File: config.mk
export PLATFORM = sky130hd
export DESIGN_NAME = onehot_ring_counter_p_flat
export DESIGN_NICKNAME = d
export VERILOG_FILES = /design/src/rtl/onehot_ring_counter_p_if.sv /design/src/rtl/onehot_ring_counter_p.sv /design/src/flat_wrapper.sv
export SDC_FILE = /design/constraint.sdc
export NUM_CORES = 1
export LEC_CHECK = 0
export BUFFER_PORTS_ARGS = -buffer_cell sky130_fd_sc_hd__buf_2
export CORE_ASPECT_RATIO = 0.5
export CORE_MARGIN = 1.5
export CORE_UTILIZATION = 48
export DETAILED_ROUTE_END_ITERATION = 10
export GPL_TIMING_DRIVEN = 0
export PLACE_DENSITY = 0.81
export SLEW_MARGIN = 30
export SYNTH_ARGS = -nofsm -noshare
export SYNTH_HDL_FRONTEND = slang
export SYNTH_SLANG_ARGS = --single-unit
File: constraint.sdc
create_clock -name CLK -period 1.9 [get_ports CLK]
set_clock_uncertainty 0.1 [all_clocks]
set_input_delay 0 -clock CLK [delete_from_list [all_inputs] [get_ports CLK]]
set_output_delay 0 -clock CLK [all_outputs]
set_load 0.01 [all_outputs]
File: src/rtl/onehot_ring_counter_p_if.sv
// Control and status bundle for the one-hot ring counter.
// Signalling contract: there is no valid/ready pair here. EN, DIR, LOAD and
// LOAD_VAL are level inputs sampled on every rising CLK edge; Q, C, WRAP and
// ERR are always valid (C only meaningful while ERR is low).
interface onehot_ring_counter_p_if #(
   parameter int N = 16,
   parameter int W = 4
);
   logic           EN;
   logic           DIR;
   logic           LOAD;
   logic [W-1:0]   LOAD_VAL;
   logic [0:N-1]   Q;
   logic [0:W-1]   C;
   logic           WRAP;
   logic           ERR;

   modport master (
      output EN, DIR, LOAD, LOAD_VAL,
      input  Q, C, WRAP, ERR
   );

   modport slave (
      input  EN, DIR, LOAD, LOAD_VAL,
      output Q, C, WRAP, ERR
   );
endinterface

File: src/rtl/onehot_ring_counter_p.sv
// N-position one-hot ring counter with up/down stepping, direct load,
// binary position encoder, wrap pulse and self-correction of illegal states.
module onehot_ring_counter_p #(
   parameter int N = 16,
   parameter int W = 4
) (
   input  logic                   CLK,
   input  logic                   RST_N,
   onehot_ring_counter_p_if.slave bus
);

   // Position 0 hot; Q[0] is the leftmost element of the [0:N-1] vector.
   localparam logic [0:N-1] RESET_Q = {1'b1, {(N-1){1'b0}}};
   // N as a W+1 bit value so that N == 2**W still compares correctly.
   localparam logic [W:0]   N_L     = (W+1)'(N);

   logic [0:N-1] q_q, q_d;
   logic         wrap_q, wrap_d;
   logic         err;
   logic [0:W-1] code;
   logic [0:N-1] load_hot;
   logic         load_ok;

   // Legality check: the ring must hold exactly one hot bit.
   always_comb begin
      logic seen;
      logic multi;
      seen  = 1'b0;
      multi = 1'b0;
      for (int i = 0; i < N; i++) begin
         if (q_q[i]) begin
            if (seen) multi = 1'b1;
            seen = 1'b1;
         end
      end
      err = !seen || multi;
   end

   // Encoder: C[k] ORs every ring bit whose index has weight-bit (W-1-k) set.
   always_comb begin
      code = '0;
      for (int k = 0; k < W; k++) begin
         for (int i = 0; i < N; i++) begin
            if (((i >> (W - 1 - k)) & 1) != 0) code[k] = code[k] | q_q[i];
         end
      end
   end

   // Decode LOAD_VAL into a one-hot pattern and flag out-of-range positions.
   always_comb begin
      load_ok = ({1'b0, bus.LOAD_VAL} < N_L);
      for (int i = 0; i < N; i++) begin
         load_hot[i] = (bus.LOAD_VAL == W'(i));
      end
   end

   // Next-state selection: recovery, then load, then stepping, else hold.
   always_comb begin
      q_d    = q_q;
      wrap_d = 1'b0;
      if (err) begin
         q_d = RESET_Q;
      end else if (bus.LOAD) begin
         if (load_ok) q_d = load_hot;
      end else if (bus.EN) begin
         if (!bus.DIR) begin
            q_d    = {q_q[N-1], q_q[0:N-2]};
            wrap_d = q_q[N-1];
         end else begin
            q_d    = {q_q[1:N-1], q_q[0]};
            wrap_d = q_q[0];
         end
      end
   end

   // Ring and wrap-pulse registers, cleared asynchronously.
   always_ff @(posedge CLK or negedge RST_N) begin
      if (!RST_N) begin
         q_q    <= RESET_Q;
         wrap_q <= 1'b0;
      end else begin
         q_q    <= q_d;
         wrap_q <= wrap_d;
      end
   end

   assign bus.Q    = q_q;
   assign bus.C    = code;
   assign bus.WRAP = wrap_q;
   assign bus.ERR  = err;

endmodule
File: src/flat_wrapper.sv
// flat-port wrapper written by rule: the top's interface ports become plain ports
module onehot_ring_counter_p_flat 
#(
   parameter int N = 16,
   parameter int W = 4
)
  (CLK, RST_N, bus_EN, bus_DIR, bus_LOAD, bus_LOAD_VAL, bus_Q, bus_C, bus_WRAP, bus_ERR);
  onehot_ring_counter_p_if #(.N(N), .W(W)) bus_i ();
  input  logic CLK;
  input  logic RST_N;
  input wire logic [$bits(bus_i.EN)-1:0] bus_EN;
  input wire logic [$bits(bus_i.DIR)-1:0] bus_DIR;
  input wire logic [$bits(bus_i.LOAD)-1:0] bus_LOAD;
  input wire logic [$bits(bus_i.LOAD_VAL)-1:0] bus_LOAD_VAL;
  output wire logic [$bits(bus_i.Q)-1:0] bus_Q;
  output wire logic [$bits(bus_i.C)-1:0] bus_C;
  output wire logic [$bits(bus_i.WRAP)-1:0] bus_WRAP;
  output wire logic [$bits(bus_i.ERR)-1:0] bus_ERR;
  assign bus_i.EN = bus_EN;
  assign bus_i.DIR = bus_DIR;
  assign bus_i.LOAD = bus_LOAD;
  assign bus_i.LOAD_VAL = bus_LOAD_VAL;
  assign bus_Q = bus_i.Q;
  assign bus_C = bus_i.C;
  assign bus_WRAP = bus_i.WRAP;
  assign bus_ERR = bus_i.ERR;
  onehot_ring_counter_p #(.N(N), .W(W)) u_core (.CLK(CLK), .RST_N(RST_N), .bus(bus_i));
endmodule
==> flow_summary.json <==
{
  "maxSlewViolCount": 0,
  "rsz0062_at_grt": "true",
  "htreeDepth": 1,
  "die-area_um2": 3050,
  "gr-total-overflow": 0,
  "final_common_cell": "buf_2",
  "drtIter0Drc": 130,
  "yosysSeqAreaShare_pct": 32.8,
  "via_count": 1337,
  "synth_fa_ha_area_share_pct": 1.54,
  "async_flop_share_pct": 100,
  "tightest_slew_ns": 0.665,
  "viasPerCell": 6.08,
  "startpoint_type": "flop",
  "busiest_layer": "met2",
  "avgRoutedWirePerCell_um": 17.3,
  "cts_tree": "done",
  "wl_um": 3820,
  "vdd_drop_max_uv": 965,
  "nets": 193,
  "ys_seq_elements": 17,
  "drv_cap": 0,
  "grt_first_pass_wirelength_um": 5800,
  "core_area_um2": 2590,
  "final.period_utilization_pct": 123,
  "dpl.cell_count": 206,
  "dpl.hpwl_um": 2470,
  "root_buffer": "clkbuf_8",
  "grt_max_degree": 18,
  "clk_path_buf_depth": 2,
  "fin_cells": 220,
  "antenna_cells": 0,
  "powerDensity_nw_per_um2": 1890,
  "synth_cell_types": 41,
  "status": "complete, but fails checks",
  "grtUsageMet1_pct": 36.2,
  "ys_warn_count": 0,
  "synth_compound_area_share_pct": 26.8,
  "total_power_mw": 3.16,
  "ant_nets": 0,
  "p_leak_nw": 0.780,
  "netlist_instances": 140,
  "synth_area_per_cell_um2": 9.29,
  "final_cell_mix": "30 x buf_2, 16 x nor2_1, 15 x mux2i_1",
  "synth_top_family_by_area": "compound AO/OA/AOI/OAI gates",
  "cp_data_arrival_time_ns": 2.24,
  "met2_usage_pct": 42.6,
  "port_buffers": 29,
  "clk-insertion-delay-late_ns": 0.25,
  "syn_nets": 149,
  "slew_headroom_pct": 55.7,
  "synthSimpleGateAreaFrac_pct": 23.2,
  "cp_data_required_time_ns": 1.80,
  "violations": "setup timing",
  "syn2layout_area_growth_pct": 28.8,
  "worstHoldPathType": "in -> reg",
  "synthXorXnorAreaFrac_pct": 0,
  "cts_made_buffers": 3,
  "netlist_area_um2": 1300,
  "final_util_pct": 64.7,
  "drive_above_1_share_pct": 39.3,
  "setup_viol": 18,
  "drtPass1Iterations": 4,
  "fp.dieW_um": 76.6,
  "grtUsageMet3_pct": 3.72,
  "critPathKind": "reg -> out",
  "clock-sinks": 17,
  "rows": 13,
  "finalCriticalPeriod_ns": 2.34,
  "io_pins": 31,
  "grt_pass1_vias": 1142,
  "end_kind": "primary output",
  "worst_slack_ns": -0.441,
  "fin_area_um2": 1670,
  "initial_utilization_pct": 50.3,
  "gp_congestion": 0.909,
  "placed_cell_area_um2": 1490,
  "synth_mux_area_share_pct": 11.5,
  "antenna_found_initial": 0,
  "whs_ns": 0.0431,
  "die_y_um": 39.8,
  "synth-edff-count": 0,
  "hold_violations": 0,
  "clk_transition_reported_paths_ns": 0.06,
  "drc_errors": 0,
  "fmax_mhz": 427,
  "cp_max_fo": 5,
  "synth_flop_cell": "dfrtp_1",
  "grt_usage_pct": 25.9
}
==> routing by layer <==
metal / wire length, um / part of all wire (%) / up-vias
li1: - / - / 637
met1: 1770 / 46 / 635
met2: 1770 / 46 / 61
met3: 244 / 6.4 / 4
met4: 32 / 0.84 / 0
met5: 0 / 0 / -
==> stage by stage <==
step | setup WS, ns | setup TNS [ns]
after detailed placement | -0.500 | -7.21
after floorplan | -0.258 | -3.69
after global placement | -0.436 | -6.20
after global routing | -0.485 | -7.45
final | -0.441 | -6.81
after CTS | -0.427 | -6.52
==> cell type report <==
| cell class | count | area (um2) |
|---|---|---|
| inverters | 1 | 3.75 |
| repair buffers | 39 | 231 |
| flip-flops and latches | 17 | 430 |
| plain buffers | 10 | 50.0 |
| clock buffers | 4 | 45.0 |
| well taps | 37 | 46.3 |
| multi-input cells | 112 | 867 |
| fillers | 199 | 912 |
==> worst max-delay path: stages, from the launching register on <==
cell and delay (ns):
dfrtp_2 0.41, or4_4 0.59, and3b_2 0.27, nand4b_1 0.16, a31oi_4 0.27, buf_6 0.14
inv_1 0.03, buf_2 0.12
==> worst paths after layout <==
kind,from,end,slack (ns),cells after the start
worst min-delay path,bus_LOAD_VAL[3],u_core.bus.Q[0],0.04,3
max in group asynchronous,RST_N,u_core.bus.Q[0],1.27,2
min in group asynchronous,RST_N,u_core.bus.Q[8],0.11,2
worst max-delay path,u_core.bus.Q[2],bus_ERR,-0.44,7
worst max register to register,u_core.bus.Q[2],u_core.bus.Q[13],-0.42,7
worst min register to register,u_core.bus.Q[10],u_core.bus.Q[10],0.59,1
==> synthesized netlist by cell type (3+ instances only) <==
master    instances  area share [%]
a21oi_1          14             5.4
and2_2            3             1.7
clkbuf_1          6             1.7
dfrtp_1          16              31
mux2i_1          15              12
nand2_1           5             1.4
nand2b_1          3             1.4
nand3_1           3             1.2
nor2_1           17             4.9
nor3_1            6             2.3
o211ai_1          3             1.7
o21ai_0           4             1.5
o221a_2          12              10
o22ai_1           3             1.4
==> report_power, final <==
| part | switching [mW] | internal [mW] |
|---|---|---|
| clock network | 0.116 | 0.149 |
| registers | 0.185 | 0.484 |
| logic | 1.10 | 1.13 |
==> repair_timing <==
action	in CTS	in global routing
buffers inserted	6	1
setup endpoints to repair	18	18
resized for setup	5	5
pin swaps	3	0
hold buffers	3	0
hold endpoints to repair	18	0
==> sequential cells by signal, indices dropped and copies added, names as in the netlist <==
register,flops
u_core.bus.WRAP,1
u_core.bus.Q,16
==> cell families (layout without fill, tap and decap cells) <==
kind of cell	count (synthesis)	in the layout
AOI/OAI and AO/OA	43	43
and+or+nand+nor	52	52
adders and majority gates	2	2
muxes	15	15
DFF	17	17
buffers and inverters	11	54
No activity file was read; power rests on OpenSTA's default activity.
